==> src/rtl/fifo2pcie.sv <==
// fifo2pcie: TX-side reader that drains the TX TLP FIFO into the PCIe core's
// 64-bit s_axis_tx AXI-stream.
//
// Each FIFO read returns one entry a cycle later. Bubble entries are skipped.
// A packet is dropped when the link is down at its first beat, or when it is
// only one beat long (too short to be a valid TLP). Kept beats go into a
// small output queue, so core backpressure never loses a beat.
//
// Ports
//   pcie_clk, pcie_rst      clock, synchronous active-high reset
//   rd_en                   FIFO read strobe (data on dout_* next cycle)
//   empty                   FIFO empty
//   dout_data_valid         1 = real beat, 0 = bubble entry
//   dout_tlast/tkeep/tdata  FIFO read data
//   user_lnk_up             PCIe link status
//   pcie_tx_*               AXI-stream toward the PCIe core (tuser tied 0)
//   tx_pkt_cnt              TLPs accepted by the core (wraps)
//   drop_cnt                TLPs dropped (saturates)
module fifo2pcie #(
  parameter int OBUF_DEPTH = 4,
  parameter int DROP_CNT_W = 16
) (
  input  logic                  pcie_clk,
  input  logic                  pcie_rst,
  output logic                  rd_en,
  input  logic                  empty,
  input  logic                  dout_data_valid,
  input  logic                  dout_tlast,
  input  logic [7:0]            dout_tkeep,
  input  logic [63:0]           dout_tdata,
  input  logic                  user_lnk_up,
  input  logic                  pcie_tx_tready,
  output logic                  pcie_tx_tvalid,
  output logic                  pcie_tx_tlast,
  output logic [7:0]            pcie_tx_tkeep,
  output logic [63:0]           pcie_tx_tdata,
  output logic [3:0]            pcie_tx_tuser,
  output logic [31:0]           tx_pkt_cnt,
  output logic [DROP_CNT_W-1:0] drop_cnt
);

  localparam logic [1:0] ST_IDLE  = 2'd0;
  localparam logic [1:0] ST_PKT   = 2'd1;
  localparam logic [1:0] ST_DRAIN = 2'd2;

  // queue entry layout: {tlast, tkeep, tdata}
  localparam int ENT_W = 73;

  logic [2:0]            occ_q, occ_d;
  logic                  pend_q, pend_d;
  logic [1:0]            state_q, state_d;
  logic [1:0]            wr_ptr_q, wr_ptr_d;
  logic [1:0]            rd_ptr_q, rd_ptr_d;
  logic [ENT_W-1:0]      mem_q [OBUF_DEPTH];
  logic [ENT_W-1:0]      mem_d [OBUF_DEPTH];
  logic [31:0]           pkt_cnt_q, pkt_cnt_d;
  logic [DROP_CNT_W-1:0] drop_cnt_q, drop_cnt_d;

  logic                  push_s;
  logic                  pop_s;
  logic                  drop_s;
  logic [ENT_W-1:0]      head_s;

  // Stop issuing reads once queued plus in-flight beats reach 3. The queue
  // then always has room for the beat still in flight, so it cannot overflow.
  // Reads are also held off during reset so no FIFO entry is lost.
  assign rd_en = !pcie_rst && !empty && ((occ_q + {2'b00, pend_q}) <= 3'd2);

  assign head_s         = mem_q[rd_ptr_q];
  assign pcie_tx_tvalid = (occ_q != 3'd0);
  assign pcie_tx_tlast  = head_s[72];
  assign pcie_tx_tkeep  = head_s[71:64];
  assign pcie_tx_tdata  = head_s[63:0];
  assign pcie_tx_tuser  = 4'b0000;
  assign tx_pkt_cnt     = pkt_cnt_q;
  assign drop_cnt       = drop_cnt_q;

  assign pop_s = pcie_tx_tvalid && pcie_tx_tready;

  // Classify the beat returned by last cycle's read: push, discard or drop.
  always_comb begin
    push_s  = 1'b0;
    drop_s  = 1'b0;
    state_d = state_q;
    if (pend_q && dout_data_valid) begin
      case (state_q)
        ST_IDLE: begin
          if (!user_lnk_up) begin
            // Discard the rest of this packet unless it ends here.
            drop_s  = 1'b1;
            state_d = dout_tlast ? ST_IDLE : ST_DRAIN;
          end else if (dout_tlast) begin
            // One-beat TLP cannot hold even a 3DW header.
            drop_s  = 1'b1;
            state_d = ST_IDLE;
          end else begin
            push_s  = 1'b1;
            state_d = ST_PKT;
          end
        end
        ST_PKT: begin
          // A packet already started is always finished, link or not.
          push_s  = 1'b1;
          state_d = dout_tlast ? ST_IDLE : ST_PKT;
        end
        ST_DRAIN: begin
          state_d = dout_tlast ? ST_IDLE : ST_DRAIN;
        end
        default: begin
          state_d = ST_IDLE;
        end
      endcase
    end else begin
      state_d = state_q;
    end
  end

  // Next state for the output queue storage, pointers and occupancy.
  always_comb begin
    mem_d    = mem_q;
    wr_ptr_d = wr_ptr_q;
    rd_ptr_d = rd_ptr_q;
    pend_d   = rd_en;
    if (push_s) begin
      mem_d[wr_ptr_q] = {dout_tlast, dout_tkeep, dout_tdata};
      wr_ptr_d        = wr_ptr_q + 2'd1;
    end else begin
      wr_ptr_d = wr_ptr_q;
    end
    if (pop_s) begin
      rd_ptr_d = rd_ptr_q + 2'd1;
    end else begin
      rd_ptr_d = rd_ptr_q;
    end
    case ({push_s, pop_s})
      2'b10:   occ_d = occ_q + 3'd1;
      2'b01:   occ_d = occ_q - 3'd1;
      default: occ_d = occ_q;
    endcase
  end

  // Next state for the packet counter (wraps) and drop counter (saturates).
  always_comb begin
    pkt_cnt_d  = pkt_cnt_q;
    drop_cnt_d = drop_cnt_q;
    if (pop_s && head_s[72]) begin
      pkt_cnt_d = pkt_cnt_q + 32'd1;
    end else begin
      pkt_cnt_d = pkt_cnt_q;
    end
    if (drop_s && (drop_cnt_q != {DROP_CNT_W{1'b1}})) begin
      drop_cnt_d = drop_cnt_q + {{(DROP_CNT_W-1){1'b0}}, 1'b1};
    end else begin
      drop_cnt_d = drop_cnt_q;
    end
  end

  // State registers.
  always_ff @(posedge pcie_clk) begin
    if (pcie_rst) begin
      occ_q      <= 3'd0;
      pend_q     <= 1'b0;
      state_q    <= ST_IDLE;
      wr_ptr_q   <= 2'd0;
      rd_ptr_q   <= 2'd0;
      pkt_cnt_q  <= 32'd0;
      drop_cnt_q <= {DROP_CNT_W{1'b0}};
      for (int i = 0; i < OBUF_DEPTH; i++) begin
        mem_q[i] <= {ENT_W{1'b0}};
      end
    end else begin
      occ_q      <= occ_d;
      pend_q     <= pend_d;
      state_q    <= state_d;
      wr_ptr_q   <= wr_ptr_d;
      rd_ptr_q   <= rd_ptr_d;
      pkt_cnt_q  <= pkt_cnt_d;
      drop_cnt_q <= drop_cnt_d;
      for (int i = 0; i < OBUF_DEPTH; i++) begin
        mem_q[i] <= mem_d[i];
      end
    end
  end

endmodule

==> config.mk <==
export PLATFORM = sky130hd
export DESIGN_NAME = fifo2pcie
export DESIGN_NICKNAME = d
export VERILOG_FILES = /design/src/rtl/fifo2pcie.sv
export SDC_FILE = /design/constraint.sdc
export NUM_CORES = 1
export LEC_CHECK = 0
export ABC_AREA = 1
export ABC_CLOCK_PERIOD_IN_PS = 1700
export BUFFER_PORTS_ARGS = -buffer_cell sky130_fd_sc_hd__buf_4
export CAP_MARGIN = 20
export CORE_ASPECT_RATIO = 1.5
export CORE_MARGIN = 2
export CORE_UTILIZATION = 47
export CTS_CLUSTER_SIZE = 28
export DETAILED_ROUTE_END_ITERATION = 16
export PLACE_DENSITY = 0.77
export SLEW_MARGIN = 20
export SYNTH_ARGS = -nofsm -noshare
export SYNTH_HDL_FRONTEND = slang
export SYNTH_SLANG_ARGS = --single-unit
==> constraint.sdc <==
create_clock -name pcie_clk -period 1.7 [get_ports pcie_clk]
set_input_delay 0.085 -clock pcie_clk [delete_from_list [all_inputs] [get_ports pcie_clk]]
set_output_delay 0.085 -clock pcie_clk [all_outputs]
set_load 0.005 [all_outputs]
======== Yosys cells after proc, flatten, opt, wreduce, memory -nomap -nowiden ========
Index checks and enable logic that the tools add are counted.
operators by class
  mux-type cells .......................... 19
  bitwise gates (word level) .............. 2
  reduce and logical (&&, ||, !) cells .... 12
  add/sub/neg operators ................... 7
  equality and inequality tests ........... 5
  order comparisons ....................... 4
operators by type and width
  kind                                                                               count
  292-bit bitwise mux                                                                1
  73-bit 2-to-1 mux                                                                  3
  73-bit binary-select mux with 2-bit select                                         1
  73-bit demux with 2-bit select                                                     1
  32-bit by 1-bit adder with 32-bit output (second input constant)                   1
  16-bit by 1-bit adder with 16-bit output (second input constant)                   1
  16-bit != test (second input constant)                                             1
  1-bit 2-to-1 mux                                                                   8
  1-bit logical AND                                                                  7
  3-bit >= comparator (second input constant)                                        2
  2-bit NOT with 3-bit output                                                        2
  2-bit one-hot mux with 3 select lines                                              1
  3-bit one-hot mux with 2 select lines                                              1
  2-bit by 1-bit adder with 2-bit output (second input constant)                     2
  2-bit by 1-bit equality test with 1-bit output (second input constant)             2
  2-bit equality test (second input constant)                                        2
  2-bit 2-to-1 mux                                                                   2
  3-bit by 1-bit adder with 3-bit output                                             1
  3-bit by 1-bit adder with 3-bit output (second input constant)                     1
  3-bit by 2-bit less-or-equal comparator with 1-bit output (second input constant)  1
  3-bit by 1-bit < comparator with 1-bit output (second input constant)              1
  3-bit nonzero test                                                                 1
  3-bit by 1-bit subtractor with 3-bit output (second input constant)                1
  1-bit logical NOT                                                                  2
  3 further kinds                                                                    3
storage, ports and cells
  flip-flop bits (word level) ............. 350
  input port bits ......................... 79
  word-level logic and storage cells ...... 60

======== Depth between registers and ports, before layout ========
Gate-level depths: netlist (run 1).
  word-level depth ........................ 6
  gate-level depth with buffers ........... 11

======== Least setup slack after synthesis (run 1) ========
Ideal clock, no wire load.
  path kind ............................... register to register
  start ................................... register state_q[0]
  end ..................................... register occ_q[2]
  stages on the path, launching flop included .. 11
  library setup time ...................... 124 ps
  path slack .............................. 28 ps
  required time ........................... 1576 ps
  clock period less this slack ............ 1672 ps
  arrival ................................. 1548 ps
  cell sequence ........................... dfxtp_1 -> inv_1 -> nand2_2 -> nand2_4 -> ha_1 -> inv_1 -> fa_1 -> a21oi_1 -> o21ai_0 -> o21ai_0 -> a21oi_1
between the ends
  cells in the longest elaborated chain, start to end .. 5
  elaborated cells between the ends (all ways) .. 8
ends and longest elaborated chain
  item                                                                                          line  RTL
  start: declaration                                                                            51    logic [1:0] state_q, state_d;
  start signal: assignment                                                                      174   state_q <= state_d;
  2-bit by 1-bit equality test with 1-bit output / 2-bit logical NOT (equally long branches)    86    case (state_q)
  1-bit one-hot mux with 2 select lines (*)                                                     86
  1-bit 2-to-1 mux (*)                                                                          85    if (pend_q && dout_data_valid) begin
  2-bit by 1-bit equality test with 1-bit output / 2-bit equality test (equally long branches)  135   case ({push_s, pop_s})
  3-bit one-hot mux with 2 select lines / 2-bit nonzero test (equally long branches)            -
  end signal: assignment                                                                        161   occ_q <= 3'd0;
  end signal: assignment                                                                        172   occ_q <= occ_d;
  end: declaration                                                                              49    logic [2:0] occ_q, occ_d;
Every way passes the cells marked *; elsewhere a longest branch is shown, timed or not.
A chain may end at the register's enable or synchronous reset.

======== Final worst setup path (run 1) ========
  start ................................... register rd_ptr_q[0]
  end ..................................... output port pcie_tx_tdata[40]
between the ends
  cells in the longest elaborated chain, start to end .. 4
ends and longest elaborated chain
  item                                                   line  RTL
  start: declaration                                     53    logic [1:0] rd_ptr_q, rd_ptr_d;
  start signal: assignment                               176   rd_ptr_q <= rd_ptr_d;
  2-bit NOT with 3-bit output (not written as such)      69    assign head_s = mem_q[rd_ptr_q];
  73-bit binary-select mux with 2-bit select             69
  73-bit 2-to-1 mux (not written as such) (2 in series)  69
  end: declaration                                       36    output logic [63:0] pcie_tx_tdata,
Every way passes these cells. The select of a mux whose other input is x is not followed.

==> results of run 1 <==
## what timing repair did
action                                 in CTS  in global routing
gates cloned                               14                 17
hold buffers                               79                  0
resized for setup                         118                204
pin swaps                                  26                 48
setup endpoints to repair                  74                325
setup buffers                              11                  5
endpoints found under the hold margin     297                  0
## path summary, 6_finish.rpt
path | from | end | slack, ns | depth (start not counted)
max reg2reg | rd_ptr_q[0] | tx_pkt_cnt[2] | -0.07 | 10
min | dout_tdata[14] | mem_q[14] | 0.41 | 4
min reg2reg | mem_q[125] | mem_q[125] | 0.46 | 2
max | rd_ptr_q[0] | pcie_tx_tdata[40] | -0.17 | 6
## layer usage
layer	vias to the layer above	share of wire (%)
met1	8357	36
li1	8006	-
met4	0	5.9
met5	-	0
met2	1128	48
met3	284	10
## per-stage QoR
stage          worst slack (ns)  std cells  cell area (µm²)  utilization, %
2_1_floorplan            0.0282       2203            15800               -
3_3_place_gp            0.00739       2717            17700            53.4
3_5_place_dp            -0.0225       2717            17700            53.4
4_1_cts                  -0.163       2884            20500            61.8
5_1_grt                  -0.217       2907            21600            64.9
6_report                 -0.166       2907            21600            64.9
## cell families after synthesis
group | Yosys count | share of synthesized area (%)
simple gates | 1022 | 27.8
compound gates | 568 | 18.8
flops | 350 | 44.4
buf+inv | 238 | 7.48
xor+xnor | 11 | 0.611
fa+ha+maj | 10 | 0.841
other cells | 1 | 0.0238
## power by group through the flow
stage	sequential [µW]	clock (µW)	combinational, µW
final	8270	7970	2000
after global routing	8270	8300	2090
after CTS	8260	7990	1770
after detailed placement	8440	0	1330
after global placement	8440	0	1310
after floorplan	8440	0	664
## layout make-up
| cell class | instances | area [µm²] | area share, % |
|---|---|---|---|
| Multi-Input combinational cell | 1615 | 8250 | 38.3 |
| Tap cell | 420 | 526 | 2.44 |
| Timing Repair Buffer | 404 | 4370 | 20.3 |
| Sequential cell | 350 | 7020 | 32.5 |
| Clock inverter | 12 | 98.8 | 0.458 |
| Clock buffer | 52 | 1070 | 4.97 |
| Antenna cell | 2 | 5.00 | 0.0232 |
| Inverter | 52 | 228 | 1.06 |
## worst reg2reg max path: stages, from the launching register on
cell	delay (ns)
sky130_fd_sc_hd__dfxtp_4	0.41
sky130_fd_sc_hd__buf_6	0.17
sky130_fd_sc_hd__buf_4	0.13
sky130_fd_sc_hd__nand2_1	0.07
sky130_fd_sc_hd__nand3_2	0.12
sky130_fd_sc_hd__nand2_4	0.08
sky130_fd_sc_hd__nor2_4	0.14
sky130_fd_sc_hd__buf_4	0.14
sky130_fd_sc_hd__clkbuf_16	0.16
sky130_fd_sc_hd__nand3_1	0.07
sky130_fd_sc_hd__and3_1	0.18
## flip-flops by register name, indices dropped and copies added (netlist names)
register and count:
mem_q 292, tx_pkt_cnt 32, rd_ptr_q 2, wr_ptr_q 2, drop_cnt 16, occ_q 3
state_q 2, pend_q 1
## layout by cell type (no fill, tap or decap), types with 3 or more instances in the layout
cell,count
sky130_fd_sc_hd__nand2_1,416
sky130_fd_sc_hd__dfxtp_1,344
sky130_fd_sc_hd__a21oi_1,324
sky130_fd_sc_hd__nand3_1,323
sky130_fd_sc_hd__buf_4,247
sky130_fd_sc_hd__nor2_1,185
sky130_fd_sc_hd__dlygate4sd3_1,79
sky130_fd_sc_hd__o21ai_1,63
sky130_fd_sc_hd__o21ai_0,60
sky130_fd_sc_hd__clkbuf_16,54
sky130_fd_sc_hd__inv_1,45
sky130_fd_sc_hd__o22ai_1,44
sky130_fd_sc_hd__nor2_2,38
sky130_fd_sc_hd__o21ai_2,34
sky130_fd_sc_hd__o22ai_2,28
sky130_fd_sc_hd__buf_12,27
sky130_fd_sc_hd__buf_16,21
sky130_fd_sc_hd__nor2_4,13
sky130_fd_sc_hd__nor3_1,10
sky130_fd_sc_hd__xor2_1,9
sky130_fd_sc_hd__clkbuf_8,9
sky130_fd_sc_hd__buf_6,9
sky130_fd_sc_hd__nand2_4,7
sky130_fd_sc_hd__nand4_1,7
sky130_fd_sc_hd__clkinv_2,7
sky130_fd_sc_hd__nand2_2,6
sky130_fd_sc_hd__clkbuf_1,6
sky130_fd_sc_hd__nor3_2,5
sky130_fd_sc_hd__ha_2,5
sky130_fd_sc_hd__inv_2,4
sky130_fd_sc_hd__o21ai_4,4
sky130_fd_sc_hd__conb_1,4
sky130_fd_sc_hd__dfxtp_2,4
sky130_fd_sc_hd__nand3_2,3
sky130_fd_sc_hd__o21bai_1,3
sky130_fd_sc_hd__buf_8,3
==> PnR_summary.wiki, run 1 <==
{| class="wikitable"
! Metric !! Value
|-
| Switching power of the nets || 4540 µW
|-
| Clock transition at the register clock pins on the worst setup and hold paths after CTS || 0.06 ns
|-
| Yosys warning count || 0
|-
| HPWL Detailed || 28800 µm
|-
| Count of flip-flops with a built-in enable after synthesis || 0
|-
| Outcome || complete, but fails checks
|-
| Clock Root Buffer || sky130_fd_sc_hd__clkbuf_16
|-
| Largest vdd supply drop || 0.671 mV
|-
| Maximum number of pins on one net before global-route repair || 164
|-
| Hold Fails Final Rpt || 0
|-
| Clock share of power || 43.7%
|-
| Fraction of final layout cells sized beyond drive strength 1 || 22.1%
|-
| Slew Viols, Final || 0
|-
| Worst slew slack as a fraction of its limit || 49.3%
|-
| Final Skew || 0.0178 ns
|-
| Most repeated cell in the gate-level netlist after synthesis || sky130_fd_sc_hd__nand2_1
|-
| Vertical die dimension || 228 µm
|-
| Unrepaired setup endpoints after global routing || true
|-
| Total design power || 18200 µW
|-
| Horiz. Die Dim || 154 µm
|-
| Starting density of the core || 47.4%
|-
| Core Footprint || 33200 µm²
|-
| Minimum setup slack in the final design || -0.166 ns
|-
| Layout-stage area growth over the synthesis result || 36.7%
|-
| Max H-tree Level || 2
|-
| Detailed-router iteration count before antenna repair || 6
|-
| First-pass GRT wire length || 85200 µm
|-
| Cell seen most often among critical-path stages || sky130_fd_sc_hd__buf_12
|-
| CTS sink count || 350
|-
| Number of instances in the synthesized netlist || 2200
|-
| Area of the die || 35100 µm²
|-
| Number of core rows || 82
|-
| Slowest stage cell, crit path || sky130_fd_sc_hd__dfxtp_4
|-
| Critical path data required time || 1.62 ns
|-
| Tightest Hold Check Type || primary input to register
|-
| Endpoint type of the worst setup path || output pin
|-
| Most frequently used flop master after synthesis || sky130_fd_sc_hd__dfxtp_1
|-
| WS Path Type || register to output pin
|-
| CTS Buf Count || 36
|-
| Grt total ovfl || 0
|-
| Maximum clock rate || 0.536 GHz
|-
| Final setup TNS || -8.85 ns
|-
| Cell-by-cell trace of the critical path || buf_12, buf_12, clkbuf_16, o21ai_2, o22ai_1, buf_4
|-
| Share of the yosys chip area belonging to registers || 44.4%
|-
| Max Cap Violations || 0
|-
| Family with the most delay on the worst path || buffers and inverters
|-
| Arr. time, crit path || 1.78 ns
|-
| Residual antenna-violating net count after detailed routing || 0
|-
| Routed vias || 17800
|-
| Time the final worst path needs with I/O delays and setup || 1.87 ns
|-
| Hold Slack || 0.407 ns
|-
| Layer with the highest usage || met2
|-
| Share of Yosys cell area claimed by the top area cell type || 44.4%
|-
| Ranking of synthesized cells by instance count || 421 x sky130_fd_sc_hd__nand2_1, 350 x sky130_fd_sc_hd__dfxtp_1, 327 x sky130_fd_sc_hd__nand3_1
|-
| Part of the cycle the worst path needs || 110%
|-
| Leading cell types by total area after synthesis || sky130_fd_sc_hd__dfxtp_1 44%, sky130_fd_sc_hd__nand3_1 10%, sky130_fd_sc_hd__a21oi_1 10%, sky130_fd_sc_hd__nand2_1 10%, sky130_fd_sc_hd__nor2_1 5.5%
|-
| Internal power component || 13700 µW
|-
| Antenna violations before repair || 2
|-
| Later-pin clock latency in the skew report || 0.53 ns
|-
| Delay contributed by the slowest stage of the critical path || 0.41 ns
|-
| Number of design rule violations left after detail routing || 0
|-
| Total routing usage reported by global routing || 29.4%
|-
| Violations in the final reports || negative setup slack
|-
| Setup-violating endpoint count in the final report || 87
|-
| Met3 GRT Util || 5.84%
|-
| Total Routed Length || 59400 µm
|-
| Number of DRC markers after the initial detailed-route iteration || 1865
|-
| Fraction of synthesis flops using an asynchronous set or reset pin || 0%
|-
| RePlAce Congestion || 0.947
|-
| Switching share of power || 24.9%
|-
| CTS tree || built
|-
| Pin slew with the least headroom to its limit || 0.761 ns
|-
| Syn Std Cell Area || 15800 µm²
|-
| Crit path max fanout || 6
|-
| Avg WL per Cell || 20.4 µm
|-
| Post-synthesis average cell area || 7.17 µm²
|-
| Total power density per cell area || 846 nW/µm²
|-
| Type of origin of the critical path || register
|-
| # fillers || 2619
|-
| Met2 capacity usage during global routing || 50.9%
|-
| Count of buffering cells on the critical path with inverters included || 4
|-
| Global routing usage on met1 || 33.7%
|-
| Total of flip-flops plus latches after synthesis || 350
|-
| Via count of the first global-routing pass || 16500
|-
| Longest Clk Path Bufs || 3
|-
| Share of power burned in combinational logic || 11.0%
|-
| Drt via density || 6.11
|-
| Static Leak || 0.00799 µW
|-
| Net count of the finished layout || 2548
|-
| Flop pwr share || 45.3%
|-
| Synth unique cells || 38
|-
| Library cell occupying the most area in the post-synthesis netlist || sky130_fd_sc_hd__dfxtp_1
|-
| Count of boundary I/O pins || 206
|-
| Number of input and output port buffers inserted || 201
|}
(Power assumes the default switching activity.)
==> inputs of run 2 (changes only) <==
--- a/config.mk
+++ b/config.mk
@@ -15,6 +15,7 @@
 export CTS_CLUSTER_SIZE = 28
 export DETAILED_ROUTE_END_ITERATION = 16
 export PLACE_DENSITY = 0.77
+export SETUP_SLACK_MARGIN = 0.02
 export SLEW_MARGIN = 20
 export SYNTH_ARGS = -nofsm -noshare
 export SYNTH_HDL_FRONTEND = slang
==> PnR_summary.wiki, run 2 (synthesis results as in run 1) <==
{| class="wikitable"
! Metric !! Value
|-
| Tightest Hold Check Type || primary input to register
|-
| Avg WL per Cell || 20.7 µm
|-
| Number of placed instances with taps included || 2717
|-
| Area taken by flip-flops and latches || 7020 µm²
|-
| Maximum clock rate || 0.530 GHz
|-
| Outcome || complete, but fails checks
|-
| Switching share of power || 24.8%
|-
| Top library cells by usage in the layout, fill and taps aside || 414 x sky130_fd_sc_hd__nand2_1, 343 x sky130_fd_sc_hd__dfxtp_1, 324 x sky130_fd_sc_hd__a21oi_1, 323 x sky130_fd_sc_hd__nand3_1, 249 x sky130_fd_sc_hd__buf_4
|-
| Violations in the final reports || negative setup slack
|-
| Horiz. Die Dim || 154 µm
|-
| Delay contributed by the slowest stage of the critical path || 0.48 ns
|-
| Register with the most flip-flops || mem_q
|-
| Cell-by-cell trace of the critical path || buf_4, o21ai_0, o22ai_1, buf_4
|-
| Flop pwr share || 45.3%
|-
| Clock transition at the register clock pins on the worst setup and hold paths after CTS || 0.06 ns
|-
| CTS Buf Count || 36
|-
| Net count of the finished layout || 2558
|-
| Multi-input gate area in the final layout || 8290 µm²
|-
| Number of input and output port buffers inserted || 201
|-
| Pin slew with the least headroom to its limit || 0.744 ns
|-
| HPWL Detailed || 28800 µm
|-
| Pre-CTS setup slack || -0.0225 ns
|-
| Crit path max fanout || 14
|-
| Unrepaired setup endpoints after global routing || true
|-
| Max H-tree Level || 2
|-
| Final Skew || 0.0180 ns
|-
| Routed vias || 17800
|-
| Internal power component || 13700 µW
|-
| Endpoint type of the worst setup path || output pin
|-
| Max Cap Violations || 0
|-
| WS Path Type || register to output pin
|-
| Antenna violations before repair || 2
|-
| Share of power burned in combinational logic || 11.1%
|-
| CTS tree || built
|-
| Area of the die || 35100 µm²
|-
| RePlAce Congestion || 0.947
|-
| Via count of the first global-routing pass || 16600
|-
| Worst reg-to-reg path cell count || 11
|-
| Detailed-router iteration count before antenna repair || 12
|-
| Type of origin of the critical path || register
|-
| Total routing usage reported by global routing || 29.6%
|-
| Total Routed Length || 60400 µm
|-
| R2R setup slack || -0.03 ns
|-
| CTS sink count || 350
|-
| Number of design rule violations left after detail routing || 0
|-
| Hold path cells || 4
|-
| Static Leak || 0.00806 µW
|-
| Filler-free cell count of the finished design || 2917
|-
| Part of the cycle the worst path needs || 111%
|-
| Number of DRC markers after the initial detailed-route iteration || 2129
|-
| Longest Clk Path Bufs || 3
|-
| Time the final worst path needs with I/O delays and setup || 1.89 ns
|-
| Number of core rows || 82
|-
| Later-pin clock latency in the skew report || 0.54 ns
|-
| Residual antenna-violating net count after detailed routing || 0
|-
| Total power density per cell area || 839 nW/µm²
|-
| Setup-violating endpoint count in the final report || 82
|-
| Switching power of the nets || 4530 µW
|-
| Grt total ovfl || 0
|-
| Largest register FFs || 292
|-
| First-pass GRT wire length || 85500 µm
|-
| Most common cell after layout, fill and taps aside || sky130_fd_sc_hd__nand2_1
|-
| Fraction of final layout cells sized beyond drive strength 1 || 22.9%
|-
| Minimum setup slack in the final design || -0.186 ns
|-
| # fillers || 2589
|-
| Worst slew slack as a fraction of its limit || 50.4%
|-
| Arr. time, crit path || 1.80 ns
|-
| Critical path data required time || 1.62 ns
|-
| Slowest stage cell, crit path || sky130_fd_sc_hd__dfxtp_4
|-
| Count of boundary I/O pins || 206
|-
| Core Footprint || 33200 µm²
|-
| Drt via density || 6.12
|-
| Hold Fails Final Rpt || 0
|-
| Clock Root Buffer || sky130_fd_sc_hd__clkbuf_16
|-
| Clock share of power || 43.6%
|-
| Starting density of the core || 47.4%
|-
| Slew Viols, Final || 0
|-
| Maximum number of pins on one net before global-route repair || 164
|-
| Largest vdd supply drop || 0.674 mV
|-
| Layout-stage area growth over the synthesis result || 37.9%
|-
| Cell seen most often among critical-path stages || sky130_fd_sc_hd__buf_4
|-
| Vertical die dimension || 228 µm
|}
-- run 2: changes by cell type in the layout (fill, tap and decap cells not counted), moves of 2 or more --
cell                      delta
sky130_fd_sc_hd__buf_4       +2
sky130_fd_sc_hd__nand2_2     +3
sky130_fd_sc_hd__o22ai_1     -2
sky130_fd_sc_hd__nor2_2      +7
sky130_fd_sc_hd__nor2_1      -4
sky130_fd_sc_hd__o22ai_2     +2
sky130_fd_sc_hd__buf_8       +2
sky130_fd_sc_hd__nor2_4      -3
sky130_fd_sc_hd__nand2_1     -2
-- run 2: critical path: cells and delay by family, from the launching register on --
| family | cells | cell delay (ns) |
|---|---|---|
| flops | 1 | 0.48 |
| buf+inv | 2 | 0.42 |
| compound gates | 2 | 0.36 |
-- run 2: path summary, 6_finish.rpt --
check | from | endpoint
max | rd_ptr_q[1] | pcie_tx_tdata[7]
max reg2reg | rd_ptr_q[0] | tx_pkt_cnt[4]
min | dout_tdata[55] | mem_q[128]
min reg2reg | mem_q[80] | mem_q[80]
-- run 2: per-stage QoR --
step | setup TNS (ns) | power (µW) | instance area (µm²) | utilization, % | hold WS, ns
floorplan | 0 | 9100 | 15800 | - | 0.249
global placement | 0 | 9760 | 17700 | 53.4 | 0.390
detailed placement | -0.0225 | 9780 | 17700 | 53.4 | 0.396
CTS | -9.66 | 18000 | 20600 | 62.0 | 0.388
global route | -13.86 | 18700 | 21700 | 65.4 | 0.419
finish | -9.14 | 18300 | 21700 | 65.4 | 0.408
-- run 2: power by group through the flow --
stage	Sequential, µW	Combinational, µW	Clock, µW
floorplan	8440	664	0
global placement	8440	1310	0
detailed placement	8440	1330	0
CTS	8260	1770	7990
global route	8270	2120	8280
finish	8270	2030	7960
-- run 2: what timing repair did --
item                                    4_1_cts  5_1_grt
gates resized for setup                     120      217
gates cloned                                 15       22
endpoints found under the hold margin       297        0
hold buffers                                 79        0
endpoints found under the setup margin       76      349
pin swaps                                    29       48
buffers inserted                             14        6
-- run 2: per-layer routing --
layer  vias to the layer above  track usage, %  part of all wire (%)
li1                       8027               -                     -
met1                      8304            33.7                    35
met2                      1204            51.1                    48
met3                       303            5.84                    10
met4                         0            17.3                   6.1
met5                         -               0                     0
-- run 2: area by class of cell --
class | count | area share, %
Timing Repair inverter | 1 | 0.0403
Antenna cell | 2 | 0.0230
Clock buffer | 52 | 4.93
Multi-Input combinational cell | 1616 | 38.1
Clock inverter | 12 | 0.454
Sequential cell | 350 | 32.3
Inverter | 52 | 1.05
Tap cell | 420 | 2.42
Timing Repair Buffer | 412 | 20.7
